## src/rtl/coproc_instr_decoder_pkg.sv

```systemverilog
// rtl/coproc_instr_decoder_pkg.sv - shared codes, field positions and helpers for the coprocessor decoder
// Purpose: op/mat codes, instruction field bit positions, bank geometry,
//          FSM state type, size->dim mapping and element index helper.
// Ports:   none (package)
package coproc_instr_decoder_pkg;

    localparam int DATA_W  = 8;
    localparam int MAX_DIM = 5;
    localparam int ELEMS   = MAX_DIM * MAX_DIM;
    localparam int INSTR_W = 22;

    localparam int OP_HI   = 21;
    localparam int OP_LO   = 20;
    localparam int DATA_HI = 19;
    localparam int DATA_LO = 12;
    localparam int MAT_HI  = 11;
    localparam int MAT_LO  = 10;
    localparam int ROW_HI  = 9;
    localparam int ROW_LO  = 7;
    localparam int COL_HI  = 6;
    localparam int COL_LO  = 4;
    localparam int SIZE_HI = 3;
    localparam int SIZE_LO = 0;

    typedef enum logic [1:0] {
        OP_LOAD  = 2'b00,
        OP_ILL   = 2'b01,
        OP_STORE = 2'b10,
        OP_SUM   = 2'b11
    } op_e;

    typedef enum logic [1:0] {
        MAT_A   = 2'b00,
        MAT_B   = 2'b01,
        MAT_C   = 2'b10,
        MAT_ILL = 2'b11
    } mat_e;

    typedef enum logic [2:0] {
        S_IDLE,
        S_DECODE,
        S_MEM,
        S_SUM_RUN,
        S_DONE
    } state_e;

    // size 00..11 selects a 2x2..5x5 SUM window
    function automatic logic [2:0] size_to_dim(input logic [1:0] size);
        return {1'b0, size} + 3'd2;
    endfunction

    // Row-major flat index; out-of-range rows/cols only occur for words
    // already rejected as illegal, so truncation there is harmless.
    function automatic logic [4:0] elem_idx(input logic [2:0] row, input logic [2:0] col);
        logic [5:0] t;
        t = ({3'b000, row} * 6'd5) + {3'b000, col};
        return t[4:0];
    endfunction

endpackage

```

## src/rtl/coproc_instr_decoder_bank.sv

```systemverilog
// rtl/coproc_instr_decoder_bank.sv - matrix banks A, B, C with one write port and registered reads
// Purpose: three MAX_DIM x MAX_DIM banks of DATA_W elements, cleared on reset.
// Ports:   i_clk, i_rst        clock, synchronous active-high reset
//          i_we, i_wmat, i_widx, i_wdata   write port (bank select, flat index, data)
//          i_ridx              shared read index for all three banks
//          o_rd_a/b/c          registered read data, one cycle after i_ridx
module coproc_instr_decoder_bank
    import coproc_instr_decoder_pkg::*;
(
    input  logic              i_clk,
    input  logic              i_rst,
    input  logic              i_we,
    input  logic [1:0]        i_wmat,
    input  logic [4:0]        i_widx,
    input  logic [DATA_W-1:0] i_wdata,
    input  logic [4:0]        i_ridx,
    output logic [DATA_W-1:0] o_rd_a,
    output logic [DATA_W-1:0] o_rd_b,
    output logic [DATA_W-1:0] o_rd_c
);

    logic [DATA_W-1:0] r_mem [3][ELEMS];
    logic [DATA_W-1:0] r_rd_a;
    logic [DATA_W-1:0] r_rd_b;
    logic [DATA_W-1:0] r_rd_c;

    always_ff @(posedge i_clk) begin
        if (i_rst) begin
            for (int m = 0; m < 3; m++) begin
                for (int e = 0; e < ELEMS; e++) begin
                    r_mem[m][e] <= '0;
                end
            end
            r_rd_a <= '0;
            r_rd_b <= '0;
            r_rd_c <= '0;
        end else begin
            if (i_we) begin
                r_mem[i_wmat][i_widx] <= i_wdata;
            end
            r_rd_a <= r_mem[0][i_ridx];
            r_rd_b <= r_mem[1][i_ridx];
            r_rd_c <= r_mem[2][i_ridx];
        end
    end

    assign o_rd_a = r_rd_a;
    assign o_rd_b = r_rd_b;
    assign o_rd_c = r_rd_c;

endmodule

```

## src/rtl/coproc_instr_decoder.sv

```systemverilog
// rtl/coproc_instr_decoder.sv - instruction decoder and STORE/LOAD/SUM sequencer for the matrix coprocessor
// Purpose: accepts 22-bit words over valid/ready, checks legality, runs
//          STORE/LOAD against banks A/B/C or an element-wise C = A + B,
//          and returns one done pulse (with err/ovf) per accepted word.
// Ports:   i_clk, i_rst                  clock, synchronous active-high reset
//          i_instr, i_instr_valid        instruction word and its valid
//          o_instr_ready                 accept strobe (transfer = valid & ready)
//          o_result_data                 LOAD data or last SUM element
//          o_done, o_err, o_ovf          completion pulse and its status
//          o_busy                        instruction in flight
module coproc_instr_decoder
    import coproc_instr_decoder_pkg::*;
(
    input  logic               i_clk,
    input  logic               i_rst,
    input  logic [INSTR_W-1:0] i_instr,
    input  logic               i_instr_valid,
    output logic               o_instr_ready,
    output logic [DATA_W-1:0]  o_result_data,
    output logic               o_done,
    output logic               o_err,
    output logic               o_ovf,
    output logic               o_busy
);

    state_e              r_state;
    logic [INSTR_W-1:0]  r_instr;
    logic                r_legal;
    logic                r_instr_ready;
    logic                r_done;
    logic                r_err;
    logic                r_ovf;
    logic [DATA_W-1:0]   r_result;
    logic [2:0]          r_rd_row;
    logic [2:0]          r_rd_col;
    logic                r_pv;
    logic                r_pv_last;
    logic [2:0]          r_pv_row;
    logic [2:0]          r_pv_col;

    op_e                 w_op;
    logic [DATA_W-1:0]   w_data;
    logic [1:0]          w_mat;
    logic [2:0]          w_row;
    logic [2:0]          w_col;
    logic [3:0]          w_size;
    logic [2:0]          w_dim_m1;
    logic                w_legal;
    logic                w_in_sum;
    logic                w_rd_last;
    logic                w_we;
    logic [1:0]          w_wmat;
    logic [4:0]          w_widx;
    logic [DATA_W-1:0]   w_wdata;
    logic [4:0]          w_ridx;
    logic [DATA_W-1:0]   w_rd_a;
    logic [DATA_W-1:0]   w_rd_b;
    logic [DATA_W-1:0]   w_rd_c;
    logic [DATA_W-1:0]   w_sum;
    logic                w_sum_ovf;
    logic [DATA_W-1:0]   w_load_data;

    assign w_op     = op_e'(r_instr[OP_HI:OP_LO]);
    assign w_data   = r_instr[DATA_HI:DATA_LO];
    assign w_mat    = r_instr[MAT_HI:MAT_LO];
    assign w_row    = r_instr[ROW_HI:ROW_LO];
    assign w_col    = r_instr[COL_HI:COL_LO];
    assign w_size   = r_instr[SIZE_HI:SIZE_LO];
    assign w_dim_m1 = size_to_dim(w_size[1:0]) - 3'd1;

    always_comb begin
        w_legal = 1'b0;
        case (w_op)
            OP_STORE, OP_LOAD: w_legal = (w_mat != MAT_ILL)
                                      && (w_row < 3'(MAX_DIM))
                                      && (w_col < 3'(MAX_DIM));
            OP_SUM:            w_legal = (w_size[3:2] == 2'b00);
            default:           w_legal = 1'b0;
        endcase
    end

    always_comb begin
        w_load_data = w_rd_c;
        case (w_mat)
            MAT_A:   w_load_data = w_rd_a;
            MAT_B:   w_load_data = w_rd_b;
            default: w_load_data = w_rd_c;
        endcase
    end

    // Wrap adder; signed overflow when both operands share a sign the result lacks
    assign w_sum     = w_rd_a + w_rd_b;
    assign w_sum_ovf = (w_rd_a[DATA_W-1] == w_rd_b[DATA_W-1])
                    && (w_sum[DATA_W-1] != w_rd_a[DATA_W-1]);

    // During SUM the read index runs one element ahead of the C write
    // because bank reads land a cycle after the address is presented.
    assign w_in_sum  = (r_state == S_SUM_RUN);
    assign w_rd_last = (r_rd_row == w_dim_m1) && (r_rd_col == w_dim_m1);
    assign w_we      = w_in_sum ? r_pv
                                : ((r_state == S_MEM) && r_legal && (w_op == OP_STORE));
    assign w_wmat    = w_in_sum ? MAT_C : w_mat;
    assign w_widx    = w_in_sum ? elem_idx(r_pv_row, r_pv_col) : elem_idx(w_row, w_col);
    assign w_wdata   = w_in_sum ? w_sum : w_data;
    assign w_ridx    = w_in_sum ? elem_idx(r_rd_row, r_rd_col) : elem_idx(w_row, w_col);

    coproc_instr_decoder_bank u_bank (
        .i_clk   (i_clk),
        .i_rst   (i_rst),
        .i_we    (w_we),
        .i_wmat  (w_wmat),
        .i_widx  (w_widx),
        .i_wdata (w_wdata),
        .i_ridx  (w_ridx),
        .o_rd_a  (w_rd_a),
        .o_rd_b  (w_rd_b),
        .o_rd_c  (w_rd_c)
    );

    always_ff @(posedge i_clk) begin
        if (i_rst) begin
            r_state       <= S_IDLE;
            r_instr       <= '0;
            r_legal       <= 1'b0;
            r_instr_ready <= 1'b1;
            r_done        <= 1'b0;
            r_err         <= 1'b0;
            r_ovf         <= 1'b0;
            r_result      <= '0;
            r_rd_row      <= '0;
            r_rd_col      <= '0;
            r_pv          <= 1'b0;
            r_pv_last     <= 1'b0;
            r_pv_row      <= '0;
            r_pv_col      <= '0;
        end else begin
            case (r_state)
                S_IDLE: begin
                    if (i_instr_valid) begin
                        r_instr       <= i_instr;
                        r_instr_ready <= 1'b0;
                        r_ovf         <= 1'b0;
                        r_err         <= 1'b0;
                        r_state       <= S_DECODE;
                    end
                end
                S_DECODE: begin
                    r_legal  <= w_legal;
                    r_rd_row <= '0;
                    r_rd_col <= '0;
                    r_pv     <= 1'b0;
                    // Illegal words also pass through the MEM slot (without touching
                    // the banks) so every non-SUM instruction has the same latency.
                    r_state  <= (w_legal && (w_op == OP_SUM)) ? S_SUM_RUN : S_MEM;
                end
                S_MEM: begin
                    if (r_legal && (w_op == OP_LOAD)) begin
                        r_result <= w_load_data;
                    end
                    r_err   <= ~r_legal;
                    r_done  <= 1'b1;
                    r_state <= S_DONE;
                end
                S_SUM_RUN: begin
                    if (r_pv && w_sum_ovf) begin
                        r_ovf <= 1'b1;
                    end
                    if (r_pv && r_pv_last) begin
                        r_result <= w_sum;
                        r_pv     <= 1'b0;
                        r_done   <= 1'b1;
                        r_state  <= S_DONE;
                    end else begin
                        r_pv      <= 1'b1;
                        r_pv_row  <= r_rd_row;
                        r_pv_col  <= r_rd_col;
                        r_pv_last <= w_rd_last;
                        if (r_rd_col == w_dim_m1) begin
                            r_rd_col <= '0;
                            r_rd_row <= r_rd_row + 3'd1;
                        end else begin
                            r_rd_col <= r_rd_col + 3'd1;
                        end
                    end
                end
                S_DONE: begin
                    r_done        <= 1'b0;
                    r_err         <= 1'b0;
                    r_instr_ready <= 1'b1;
                    r_state       <= S_IDLE;
                end
                default: r_state <= S_IDLE;
            endcase
        end
    end

    assign o_instr_ready = r_instr_ready;
    assign o_busy        = ~r_instr_ready;
    assign o_result_data = r_result;
    assign o_done        = r_done;
    assign o_err         = r_err;
    assign o_ovf         = r_ovf;

endmodule

```

## config.mk

```make
export PLATFORM = sky130hd
export DESIGN_NAME = coproc_instr_decoder
export DESIGN_NICKNAME = d
export VERILOG_FILES = /design/src/rtl/coproc_instr_decoder_pkg.sv /design/src/rtl/coproc_instr_decoder_bank.sv /design/src/rtl/coproc_instr_decoder.sv
export SDC_FILE = /design/constraint.sdc
export NUM_CORES = 1
export LEC_CHECK = 0
export CORE_ASPECT_RATIO = 2
export CORE_MARGIN = 3
export CORE_UTILIZATION = 55
export CTS_BUF_LIST = sky130_fd_sc_hd__clkbuf_4
export DETAILED_ROUTE_END_ITERATION = 8
export PLACE_DENSITY = 0.83
export SETUP_SLACK_MARGIN = 0.3
export SLEW_MARGIN = 10
export SYNTH_ARGS = -nofsm -noshare
export SYNTH_HDL_FRONTEND = slang
export SYNTH_SLANG_ARGS = --single-unit
```

## constraint.sdc

```tcl
create_clock -name i_clk -period 4.95 [get_ports i_clk]
set_input_delay 0.495 -clock i_clk [delete_from_list [all_inputs] [get_ports i_clk]]
set_output_delay 0.495 -clock i_clk [all_outputs]
set_load 0.1 [all_outputs]
```

# Yosys cells after proc, flatten, opt, wreduce, memory -nomap -nowiden
# Memories as Yosys holds them, arrays and structs flattened.
# Cells that the tools add are included.
word_totals:
  register_bits: 76
  mem_bits_rw: 600
  output_inout_bits: 13
  elab_cells: 138
  n_memories: 1
classes:
  addsub: 8
  n_mul: 3
  n_lt_le_gt_ge: 5
  n_eq_ne: 18
  mux: 48
  bitwise: 5
  reduce_logical: 33
memory_table:
  columns: ["memory", "depth", "word_bits", "rd", "rd_ports_with_merged_regs", "write_ports", "line", "rtl"]
  rows:
  - ["u_bank.r_mem", 3, 200, 3, 0, 3, "coproc_instr_decoder_bank.sv:22", "logic [DATA_W-1:0] r_mem [3][ELEMS];"]
ops:
  columns: ["cell", "n"]
  rows:
  - ["$mux W200", 3]
  - ["$reduce_or A200 Y1", 1]
  - ["$bmux W8 S5", 3]
  - ["$mux W8", 10]
  - ["$demux W8 S5", 1]
  - ["$pmux W8 S2", 2]
  - ["$mux W3", 6]
  - ["$add A5 B3 Y5", 3]
  - ["$mul A3 B3 Y5 const B", 3]
  - ["$reduce_and A2 Y1", 7]
  - ["$ge A6 B6 Y1 const B", 2]
  - ["$not A5 Y6", 2]
  - ["$pmux W3 S2", 2]
  - ["$pmux W3 S4", 1]
  - ["$logic_and A1 B1 Y1", 11]
  - ["$mux W1", 10]
  - ["$mux W5", 2]
  - ["$reduce_and A3 Y1", 3]
  - ["$add A8 B8 Y8", 1]
  - ["$ne A2 B1 Y1 const B", 4]
  - ["$pmux W1 S2", 4]
  - ["$reduce_bool A2 Y1", 4]
  - ["$add A3 B1 Y3 const B", 2]
  - ["$eq A3 B2 Y1 const B", 2]
  - ["other kinds (19)", 31]

# Logic depth before layout (Yosys ltp)
# Gate-level depths: netlist of the first run.
depth:
  word_depth: 11
  ltp_mapped: 14

# Hierarchy
# From an unflattened synthesis of the first run, not the netlist that was laid out.
unflattened:
  hier_cells: 2141
  hier_area_um2: 29844.9
modules_own_cells:
  columns: ["mod", "n_inst", "cells_each", "area_each_um2"]
  rows:
  - ["coproc_instr_decoder_bank", 1, 1718, 26464.1]
  - ["coproc_instr_decoder", 1, 423, 3380.7]

# Worst setup path before layout of the first run
# No wires, ideal clock.
synth_path:
  path_type: "reg2reg"
  startpoint: "register r_instr[7]"
  endpoint: "memory u_bank.r_mem[2][104] (netlist bit) (enable)"
  setup_ns: 0.387
  arrival_time_ns: 3.710
  setup_slack_ns: 0.854
  path_stages_with_launch: 12
  path_buffers: 2
  path_cell_list: "dfxtp_1 > ha_1 > ha_1 > fa_1 > mux2_2 > or3_1 > a221o_1 > o211ai_2 > buf_6 > buf_12 > nor2_2 > o31ai_1"
synth_rtl:
  columns: ["item", "line", "rtl"]
  rows:
  - ["start, declared", "coproc_instr_decoder.sv:27", "logic [INSTR_W-1:0] r_instr;"]
  - ["start signal, assigned", "coproc_instr_decoder.sv:140", "r_instr <= i_instr;"]
  - ["end, declared", "coproc_instr_decoder_bank.sv:22", null]

# Worst setup path in the final report of the first run
layout_path:
  startpoint: "register r_state[1]"
  endpoint: "register u_bank.r_rd_a[6] (netlist: u_bank.o_rd_a[6])"
layout_between:
  elab_chain_len: 6
layout_lines:
  columns: ["item", "line", "rtl"]
  rows:
  - ["start, declared", "coproc_instr_decoder.sv:26", "state_e r_state;"]
  - ["start signal, assigned", "coproc_instr_decoder.sv:154", "r_state <= (w_legal && (w_op == OP_SUM)) ? S_SUM_RUN : S_MEM;"]
  - ["$eq A3 B2 Y1", "coproc_instr_decoder.sv:98", "assign w_in_sum = (r_state == S_SUM_RUN);"]
  - ["$mux W5", "coproc_instr_decoder.sv:105", "assign w_ridx = w_in_sum ? elem_idx(r_rd_row, r_rd_col) : elem_idx(w_row, w_col);"]
  - ["$not A5 Y6 (not written as such)", "coproc_instr_decoder_bank.sv:41", "r_rd_a <= r_mem[0][i_ridx];"]
  - ["$bmux W8 S5", "coproc_instr_decoder_bank.sv:41", null]
  - ["$mux W8 (not written as such) (2 in a row)", "coproc_instr_decoder_bank.sv:41", null]
  - ["end signal, assigned", "coproc_instr_decoder_bank.sv:41", null]
  - ["end, declared", "coproc_instr_decoder_bank.sv:23", "logic [DATA_W-1:0] r_rd_a;"]
# No other way between the ends. The select of a mux whose other input is x is not followed.
# A chain may end at the register's enable or synchronous reset.

==> results of run 1 <==
worst max path at each step:
stage / startpoint / endpoint / cells past startpoint
6_report: r_state[1] / u_bank.o_rd_a[6] / 9
5_1_grt: r_state[1] / u_bank.o_rd_a[6] / 9
4_1_cts: r_instr[9] / u_bank.r_mem[1][71] / 8
3_5_place_dp: r_instr[9] / u_bank.r_mem[1][67] / 8
3_3_place_gp: r_instr[9] / u_bank.r_mem[2][105] / 11
2_1_floorplan: r_instr[7] / u_bank.r_mem[2][104] / 11
tightest hold or removal path: stages:
cell             delay [ns]
clkdlybuf4s50_1        0.40
nand2_1                0.05
a21oi_1                0.05
metal layers:
| layer | global-route usage, % | vias up | wire length [µm] |
|---|---|---|---|
| met2 | 52.2 | 1382 | 44500 |
| met4 | 27.1 | 0 | 9370 |
| met1 | 28.7 | 9809 | 24000 |
| met5 | 0 | - | 0 |
| li1 | - | 8554 | - |
| met3 | 5.79 | 454 | 6320 |
where the power goes:
group	leakage (nW)	switching [mW]	internal (mW)
logic	3.80	1.10	0.657
registers	6.82	0.103	6.41
clock network	1.08	2.12	2.14
total	11.7	3.32	9.20
through the flow:
step / hold slack [ns] / util [%]
floorplan: 0.434 / -
global placement: 0.454 / 58.9
detailed placement: 0.450 / 58.9
CTS: 0.103 / 62.4
global route: 0.150 / 62.4
finish: 0.162 / 62.4
kinds of logic (layout without fill, tap and decap cells):
kind of cell | Yosys count | count (layout) | share of synthesized area, %
adders and majority gates | 38 | 38 | 1.70
muxes | 162 | 162 | 11.5
DFF | 676 | 676 | 65.7
and+or+nand+nor | 803 | 803 | 11.8
other | 0 | 1 | 0
xor gates and xnor gates | 21 | 21 | 0.619
AOI/OAI and AO/OA | 274 | 274 | 6.07
buffers and inverters | 179 | 446 | 2.62
cells in the mapped netlist (3+ instances only):
library cell	count	area, µm²
nor3b_1	4	30.0
nand3_1	69	345
inv_1	6	22.5
o211ai_2	5	62.6
a22o_1	23	201
fa_1	4	80.1
mux4_2	144	3240
nor3_2	13	130
edfxtp_1	600	18000
nand4_1	5	31.3
o21bai_1	5	37.5
a22oi_1	49	368
buf_1	8	30.0
clkbuf_1	115	432
o211ai_1	4	30.0
xnor2_1	15	131
ha_1	34	425
a211oi_1	15	113
nor3_1	144	721
mux2_2	3	33.8
buf_6	4	45.0
o21ai_0	81	405
a31oi_1	8	50.1
nand3b_1	4	30.0
dfxtp_1	76	1520
buf_2	42	210
a21boi_0	4	30.0
or3_1	3	18.8
nor2b_1	3	18.8
a21o_1	8	60.1
nand2_1	226	848
a21oi_1	56	280
nand2b_1	3	18.8
nor2_1	307	1150
or2_2	5	31.3
xor2_1	6	52.6
and2_1	6	37.5
mux2i_1	15	150
area by class of cell:
cell class,instances,area share [%]
Antenna cell,1,0.00750
Clock buffer,193,4.34
Clock inverter,58,1.19
Inverter,7,0.0788
Multi-Input combinational cell,1298,28.6
Sequential cell,676,58.6
Tap cell,671,2.52
Timing Repair Buffer,188,4.73
state kept, by name, summed over array words and instances, names as in the netlist, 3 cells and up:
register / flops
o_result_data: 8
r_instr: 22
r_pv_col: 3
r_pv_row: 3
r_rd_col: 3
r_rd_row: 3
r_state: 3
u_bank.o_rd_a: 8
u_bank.o_rd_b: 8
u_bank.o_rd_c: 8
u_bank.r_mem: 600
==> out/qor.yml, run 1 <==
hold_path:
  min_delay_worst_endpoint: "r_instr[20]"
  hp-class: "in -> reg"
  min_from: "i_instr[20]"
  hold_path_depth: 3
global_routing:
  grt_pass1_vias: 20800
  antenna_found_initial: 1
  grt_max_degree: 58
  grt_use_total_pct: 29.7
  grt_remaining_overflow: 0
  grt_first_pass_wirelength_mm: 124
floorplanning:
  core_area_um2: 53500
  die_y_um: 335
  dieArea_um2: 57100
  die_x_um: 170
  start_util_pct: 55.6
  fp-row-count: 120
  ios: 38
route:
  final_antenna_net_count: 0
  routed_wl_mm: 84.2
  vias: 20200
  routedWlPerCell_um: 27.2
  drc: 1
  first_pass_iters: 9
  drt_iter0_drc: 2385
  via_per_inst: 6.53
setup_path:
  r2r_slack_ns: 0.50
  cp_num_buf_inv: 3
  critical_path.max_stage_delay_ns: 0.70
  reg2reg_depth: 9
  worst_setup_path_start_kind: "flip-flop"
  path_cells: "and3b_1 > buf_4 > mux2i_4 > buf_12 > buf_12 > mux4_2 > a22oi_1 > nand3_1 > a22o_1"
  timing.rr.end: "u_bank.o_rd_a[6]"
  cp_max_fo: 34
  slowest_stage: "and3b_1"
  worst_path_most_repeated_cell: "buf_12"
  worstReg2RegStart: "r_state[1]"
  crit_required_ns: 5.69
  crit_type: "reg -> reg"
  crit_family: "simple AND/OR/NAND/NOR gates"
  crit_arrival_ns: 5.20
  endpoint_kind: "flip-flop"
synth:
  netlist_area_um2: 29700
  syn_area_per_cell_um2: 13.8
  synth_edf_count: 600
  yosysWarnings: 0
  synth_ff_type: "edfxtp_1"
  synth_cell_types: 63
  synth-seq-cells: 676
  seq_area_frac_synth_pct: 65.7
  async_flop_share_pct: 0
  syn_nets: 2216
  synthCells: 2153
timing:
  fin_crit_sh_pct: 90.0
  min_period_ns: 4.45
  setup_viol: 0
  hold_viol: 0
  fmax_mhz: 225
  tns_ns: 0
  tightest_slew_ns: 1.23
  timing.slew.headroom_pct: 17.1
  fin_ws_ns: 0.496
  slew_violations: 0
  finClkSkew_ns: 0.0653
  rsz0062_at_grt: "no"
cells_and_area:
  final_nets: 2374
  num-fill-cells: 3722
  stdcell_count: 3092
  multi_input_area_um2: 9530
  drive_gt1_share_pct: 23.0
  final_common_cell: "edfxtp_1"
  area_growth_pct: 12.2
  seq_area_um2: 19500
  final_cell_mix: "600 x edfxtp_1, 305 x nor2_1, 226 x nand2_1"
  final_area_um2: 33400
clocking:
  post_cts_resized: 0
  tritoncts: "yes"
  cts_htree_levels: 4
  clockBufferDepth: 3
  postCtsHoldBufs: 1
  post_cts_buffers: 0
  cts_num_sinks: 676
  cts_made_buffers: 140
  clk_pin_slew_ns: 0.07
  cts_root_buf: "clkbuf_4"
  clk_latency_ns: 0.92
placement:
  portBuffers: 37
  place_congestion: 0.981
  dp_cells: 2839
  place_ws_ns: 0.632
  place_area_um2: 31500
  hpwlAfterDp_mm: 59.1
flow_run:
  drv_cap: 0
power:
  power_mw: 12.5
  p_leak_nw: 11.7
  peakVddDrop_v: 0.000195
  power_density_nw_per_um2: 376
run_status:
  violations: "DRC"
  status: "finished with violations"
Power figures use the tool's default switching activity.
==> run 2, diff against run 1 <==
- SKIP_CTS_REPAIR_TIMING: default -> 1
==> results of run 2 <==
Same layout as run 1: the final DEF is identical, and so are final timing and power.
Among the figures that moved: met2 usage 52.2% -> 52.1%
